## config.mk

```make
export PLATFORM = sky130hd
export DESIGN_NAME = lpddr2_frame_reader
export DESIGN_NICKNAME = d
export VERILOG_FILES = /design/src/rtl/lpddr2_frame_reader.sv
export SDC_FILE = /design/constraint.sdc
export NUM_CORES = 2
export LEC_CHECK = 0
export BUFFER_PORTS_ARGS = -buffer_cell sky130_fd_sc_hd__buf_2
export CAP_MARGIN = 20
export CORE_AREA = 2 2 356 358
export CTS_CLUSTER_SIZE = 20
export DETAILED_ROUTE_END_ITERATION = 6
export DIE_AREA = 0 0 358 360
export MAX_ROUTING_LAYER = met4
export PLACE_DENSITY = 0.7
export SLEW_MARGIN = 10
export SYNTH_ARGS = -nofsm -noshare
export SYNTH_HDL_FRONTEND = slang
export SYNTH_SLANG_ARGS = --single-unit
```

## constraint.sdc

```tcl
create_clock -name clk -period 7.9 [get_ports clk]
set_input_delay 0.79 -clock clk [delete_from_list [all_inputs] [get_ports clk]]
set_output_delay 0.79 -clock clk [all_outputs]
set_load 0.05 [all_outputs]
```

## src/rtl/lpddr2_frame_reader.sv

```systemverilog
// LPDDR2 port-1 Avalon-MM read master streaming a frame into a show-ahead FIFO.
// Optional macro FRAME_READER_UNDERFLOW_CNT_EN adds a saturating underflow_count.
module lpddr2_frame_reader #(
  parameter int ADDR_W      = 27,
  parameter int FIFO_DEPTH  = 64,
  parameter int FRAME_WORDS = 2073600,
  parameter int BASE_ADDR   = 0
) (
  input  logic              clk,
  input  logic              reset,
  input  logic              enable,
  input  logic              local_init_done,
  input  logic              avl_waitrequest_n,
  output logic [ADDR_W-1:0] avl_address,
  output logic              avl_read,
  output logic              avl_burstbegin,
  input  logic              avl_readdatavalid,
  input  logic [31:0]       avl_readdata,
  input  logic              pix_ready,
  output logic              pix_valid,
  output logic [23:0]       pix_data,
  output logic              pix_sof,
  output logic              frame_wrap,
`ifdef FRAME_READER_UNDERFLOW_CNT_EN
  output logic [15:0]       underflow_count,
`endif
  output logic              underflow,
  output logic              busy
);

  localparam int AW = $clog2(FIFO_DEPTH);
  localparam int CW = AW + 1;

  typedef enum logic [1:0] {IDLE, RUN, STOP, FLUSH} state_t;

  state_t state, state_nxt;

  logic [ADDR_W-1:0] idx, idx_nxt;
  logic [CW-1:0]     ocnt, fcnt;
  logic [CW:0]       credit_sum;
  logic [AW-1:0]     tag_wp, tag_rp, wp, rp;
  logic              tag_q [FIFO_DEPTH];
  logic [24:0]       mem [FIFO_DEPTH];
  logic [24:0]       head;
  logic              go, accept, launch, rdv_ok;
  logic              push, pop, starve, unused_bits;

  assign go          = enable & local_init_done;
  assign accept      = avl_read & avl_waitrequest_n;
  assign rdv_ok      = avl_readdatavalid && ocnt != '0;
  assign busy        = state != IDLE;
  assign unused_bits = ^avl_readdata[31:24];

  always_ff @(posedge clk or posedge reset) begin
    if (reset) state <= IDLE;
    else       state <= state_nxt;
  end

  always_comb begin
    state_nxt = state;
    unique case (state)
      IDLE:  if (go) state_nxt = RUN;
      RUN:   if (!go) state_nxt = STOP;
      STOP:  if (!avl_read && ocnt == '0) state_nxt = FLUSH;
      FLUSH: state_nxt = IDLE;
      default: state_nxt = IDLE;
    endcase
  end

  // An accepted-this-cycle read already owns a FIFO slot.
  assign credit_sum = (CW+1)'(fcnt) + (CW+1)'(ocnt)
                    + (CW+1)'(accept);
  assign launch = state == RUN && go
               && (!avl_read || accept)
               && credit_sum < (CW+1)'(FIFO_DEPTH);

  always_comb begin
    idx_nxt = idx;
    if (accept) begin
      if (idx == ADDR_W'(FRAME_WORDS - 1)) idx_nxt = '0;
      else                                 idx_nxt = idx + 1'b1;
    end
  end

  always_ff @(posedge clk or posedge reset) begin
    if (reset) begin
      avl_read       <= 1'b0;
      avl_burstbegin <= 1'b0;
      avl_address    <= '0;
      idx            <= '0;
      frame_wrap     <= 1'b0;
    end else begin
      avl_burstbegin <= launch;
      frame_wrap     <= accept && idx == ADDR_W'(FRAME_WORDS - 1);
      idx            <= (state == IDLE) ? '0 : idx_nxt;
      if (launch) begin
        avl_read    <= 1'b1;
        avl_address <= ADDR_W'(BASE_ADDR) + idx_nxt;
      end else if (accept) begin
        avl_read <= 1'b0;
      end
    end
  end

  always_ff @(posedge clk or posedge reset) begin
    if (reset) begin
      ocnt   <= '0;
      tag_wp <= '0;
      tag_rp <= '0;
    end else begin
      if (accept && !rdv_ok)      ocnt <= ocnt + 1'b1;
      else if (!accept && rdv_ok) ocnt <= ocnt - 1'b1;
      if (accept) tag_wp <= tag_wp + 1'b1;
      if (rdv_ok) tag_rp <= tag_rp + 1'b1;
    end
  end

  always_ff @(posedge clk) begin
    if (accept) tag_q[tag_wp] <= (idx == '0);
  end

  assign push = rdv_ok;
  assign pop  = pix_valid & pix_ready;

  always_ff @(posedge clk or posedge reset) begin
    if (reset) begin
      wp   <= '0;
      rp   <= '0;
      fcnt <= '0;
    end else if (state == FLUSH) begin
      wp   <= '0;
      rp   <= '0;
      fcnt <= '0;
    end else begin
      if (push) wp <= wp + 1'b1;
      if (pop)  rp <= rp + 1'b1;
      if (push && !pop)      fcnt <= fcnt + 1'b1;
      else if (!push && pop) fcnt <= fcnt - 1'b1;
    end
  end

  always_ff @(posedge clk) begin
    if (push) mem[wp] <= {tag_q[tag_rp], avl_readdata[23:0]};
  end

  always_ff @(posedge clk) begin
    if (!reset) begin
      assert (!(push && !pop && fcnt == CW'(FIFO_DEPTH)));
    end
  end

  assign head      = mem[rp];
  assign pix_valid = fcnt != '0;
  assign pix_data  = pix_valid ? head[23:0] : '0;
  assign pix_sof   = pix_valid & head[24];

  assign starve = state == RUN && pix_ready && !pix_valid;

  always_ff @(posedge clk or posedge reset) begin
    if (reset) underflow <= 1'b0;
    else if (starve || (avl_readdatavalid && ocnt == '0))
      underflow <= 1'b1;
  end

`ifdef FRAME_READER_UNDERFLOW_CNT_EN
  always_ff @(posedge clk or posedge reset) begin
    if (reset) underflow_count <= '0;
    else if (starve && underflow_count != 16'hFFFF)
      underflow_count <= underflow_count + 1'b1;
  end
`endif

endmodule
```

==> metrics <==
dominant cells by area after synthesis sky130_fd_sc_hd__edfxtp_1 (73%), sky130_fd_sc_hd__mux4_2 (13%), sky130_fd_sc_hd__dfrtp_1 (3.6%), sky130_fd_sc_hd__nor2_1 (1.2%), sky130_fd_sc_hd__mux2i_1 (0.90%); transition time at the pin with the least slew margin 1210 ps; weighted congestion at the end of routability-driven global placement 0.840; min Tclk post-route 5760 ps; post-route fraction of the period consumed by the critical path 72.9%; Finished Layout Cells 5317; cell type with the largest total area after synthesis sky130_fd_sc_hd__edfxtp_1; Die Outline Area 129000 µm²; number of synthesized flops with an enable pin 1664; Critical Setup Path Class reg -> out; count of routing violations after the opening detailed-route iteration 4429; CTS clock-pin slew for the worst setup and hold paths 60 ps; Placed Cells 4995; maximum operating frequency 174 MHz; half-perimeter wire length of the detailed placement result 88900 µm; number of instances in the synthesized netlist 3323; number of levels the H-tree was split into 4; number of library cell types mapped by synthesis 57; aggregate global routing overflow 0; max-cap check violation count 0; HP Class in -> reg; Max FO, Critical Path 37; via count of the routed design 34.0k; ratio of cells with drive above 1 in the final layout 25.3%; latest clock arrival within the worst-skew pair 780 ps; drt pass-1 iters 6; ys async rst share 5.56%; cell area after synthesis 68200 µm²; Std-Cell Rows 130; Synthesis Warnings 0; largest net degree at the start of global routing 84; initial antenna violation count 6; detailed-route DRC error count 0; critical path startpoint category flop; Die Span X 358 µm; share of the yosys chip area belonging to registers 76.8%; initial cell density of the core 54.6%; crit path DAT 4970 ps; Hold Fails Final Rpt 0; Num CTS Buffers 170; area fraction of the dominant cell type after synthesis 73.3%; setup TNS 0 ps; dominant synthesized flop cell sky130_fd_sc_hd__edfxtp_1; buffer depth of the longest clock path 3; critical path endpoint category output port; post-synth net total 3393; total track usage 25.7%; CTS tree yes; max-slew violation total from the final report 0; most numerous cell types in the synthesized netlist sky130_fd_sc_hd__edfxtp_1 (1664), sky130_fd_sc_hd__mux4_2 (396), sky130_fd_sc_hd__nor2_1 (209); Routed wire per std cell 29.9 µm; data required time at the worst endpoint 7110 ps; global-route wire length before repair 232000 µm; count of pins on the block boundary 97; via count of the first global-routing pass 34.5k; most repeated cell in the gate-level netlist after synthesis sky130_fd_sc_hd__edfxtp_1; vertical extent of the die 360 µm; status completed; post-synthesis area per instance 20.5 µm²; Layout Area Growth over Synthesis 12.3%; clk sink count 1762; via density per instance 6.40; Antenna Violating Nets Remaining 0; Layout Utilization 61.3%; clock root buffer sky130_fd_sc_hd__clkbuf_16; setup repair after global routing missed its margin no; placeable core area 125000 µm²; number of buffer cells added on primary ports 88; normalized max-slew margin 18.6%; Synth Register Bits 1762; cts repair resizes 0; Final Setup Violations 0; clock skew 27.2 ps; Leak 0.0243 µW; IR drop worst, VDD 271 µV; total detailed-routing wirelength 159000 µm; power density of the placed cells 334 nW/µm²; NumNets Final 3592
worst max-delay path, stage by stage (launching register included):
cell and delay, ps:
sky130_fd_sc_hd__dfrtp_4 720, sky130_fd_sc_hd__nor2b_1 390, sky130_fd_sc_hd__nand2b_1 830, sky130_fd_sc_hd__o22ai_1 280, sky130_fd_sc_hd__nor4_1 1080, sky130_fd_sc_hd__nand2_1 380
sky130_fd_sc_hd__o221ai_1 180, sky130_fd_sc_hd__buf_2 320
repair_timing:
| action | CTS | global route |
|---|---|---|
| setup buffers | 0 | 0 |
| hold endpoints to repair | 30 | 0 |
| hold buffers | 1 | 0 |
placed cells by master, fill, tap and decap left out, types with 6 or more instances in the layout:
| master | count |
|---|---|
| sky130_fd_sc_hd__and3_1 | 10 |
| sky130_fd_sc_hd__nand3b_1 | 9 |
| sky130_fd_sc_hd__a211oi_1 | 9 |
| sky130_fd_sc_hd__nor2_2 | 59 |
| sky130_fd_sc_hd__xnor2_1 | 22 |
| sky130_fd_sc_hd__nor3_1 | 7 |
| sky130_fd_sc_hd__a221oi_1 | 39 |
| sky130_fd_sc_hd__edfxtp_1 | 1664 |
| sky130_fd_sc_hd__nor2_1 | 145 |
| sky130_fd_sc_hd__buf_4 | 113 |
| sky130_fd_sc_hd__o21ai_0 | 36 |
| sky130_fd_sc_hd__o22ai_1 | 79 |
| sky130_fd_sc_hd__o221ai_1 | 18 |
| sky130_fd_sc_hd__clkinv_1 | 43 |
| sky130_fd_sc_hd__bufinv_16 | 14 |
| sky130_fd_sc_hd__or2_2 | 8 |
| sky130_fd_sc_hd__mux4_2 | 396 |
| sky130_fd_sc_hd__mux2i_1 | 61 |
| sky130_fd_sc_hd__nand2b_1 | 8 |
| sky130_fd_sc_hd__nand2_1 | 122 |
| sky130_fd_sc_hd__buf_12 | 7 |
| sky130_fd_sc_hd__nand3_1 | 45 |
| sky130_fd_sc_hd__ha_1 | 29 |
| sky130_fd_sc_hd__clkinv_2 | 30 |
| sky130_fd_sc_hd__nor2b_1 | 11 |
| sky130_fd_sc_hd__nor4_1 | 26 |
| sky130_fd_sc_hd__o211ai_1 | 7 |
| sky130_fd_sc_hd__a21oi_1 | 45 |
| sky130_fd_sc_hd__a22oi_1 | 28 |
| sky130_fd_sc_hd__inv_1 | 15 |
| sky130_fd_sc_hd__nand4_1 | 16 |
| sky130_fd_sc_hd__dfrtp_1 | 94 |
| sky130_fd_sc_hd__a22o_1 | 40 |
| sky130_fd_sc_hd__buf_2 | 85 |
| sky130_fd_sc_hd__xor2_1 | 30 |
| sky130_fd_sc_hd__o31ai_1 | 6 |
| sky130_fd_sc_hd__clkbuf_1 | 37 |
| sky130_fd_sc_hd__clkbuf_16 | 175 |
registers in the layout (all words and copies together) (netlist names):
name	flops
avl_address	27
avl_burstbegin	1
avl_read	1
fcnt	7
frame_wrap	1
idx	27
mem	1600
ocnt	7
rp	6
state	2
tag_q	64
tag_rp	6
tag_wp	6
underflow	1
wp	6
cell families (layout without fill, tap and decap cells):
| group | count (synthesis) | after routing | share of synthesized area, % |
|---|---|---|---|
| compound gates | 319 | 319 | 3.27 |
| buf+inv | 198 | 539 | 1.25 |
| fa+ha+maj | 31 | 31 | 0.591 |
| mux | 459 | 459 | 14.0 |
| flops | 1762 | 1762 | 76.8 |
| other cells | 0 | 3 | 0 |
| simple gates | 502 | 502 | 3.38 |
| xor+xnor | 52 | 52 | 0.668 |
stage by stage:
step / power (µW) / hold WS (ps) / area (µm²) / setup WS [ps]
after global routing: 26400 / 288 / 76600 / 1980
after detailed placement: 17800 / 471 / 71100 / 3060
after CTS: 25700 / 261 / 76500 / 2220
after floorplan: 15700 / 450 / 68200 / 3800
final: 25600 / 300 / 76600 / 2140
after global placement: 17700 / 463 / 71100 / 3070
layer usage:
metal	share of wire, %	global-route usage [%]	vias up
met2	49	40.3	1759
met5	0	-	-
met4	3.2	8.42	0
li1	-	-	14200
met3	9.6	5.03	272
met1	38	34.4	17800
layout make-up:
| type | instances | area (µm²) |
|---|---|---|
| Fill cell | 8435 | 48300 |
| Inverter | 18 | 71.3 |
| Timing Repair Buffer | 207 | 1450 |
| Sequential cell | 1762 | 52400 |
| Tap cell | 1650 | 2060 |
| Clock inverter | 101 | 881 |
| Antenna cell | 3 | 7.51 |
| Clock buffer | 213 | 4530 |
| Multi-Input combinational cell | 1363 | 15200 |
final timing paths:
path	startpoint	to	slack (ps)	depth (start not counted)
worst max-delay path	rp[1]	pix_data[15]	2140	7
worst min-delay path	avl_readdatavalid	underflow	300	2
worst max register to register	fcnt[3]	fcnt[6]	3860	11
worst min register to register	avl_address[22]	avl_address[22]	480	2
max in group asynchronous	reset	rp[1]	5980	4
min in group asynchronous	reset	tag_rp[0]	570	3
where the power goes:
group / internal (µW) / switching, µW / total (µW)
clock: 4520 / 3370 / 7900
sequential: 10700 / 327 / 11000
combinational: 2630 / 4010 / 6650
total: 17800 / 7710 / 25600
No activity file was read; power rests on OpenSTA's default activity.
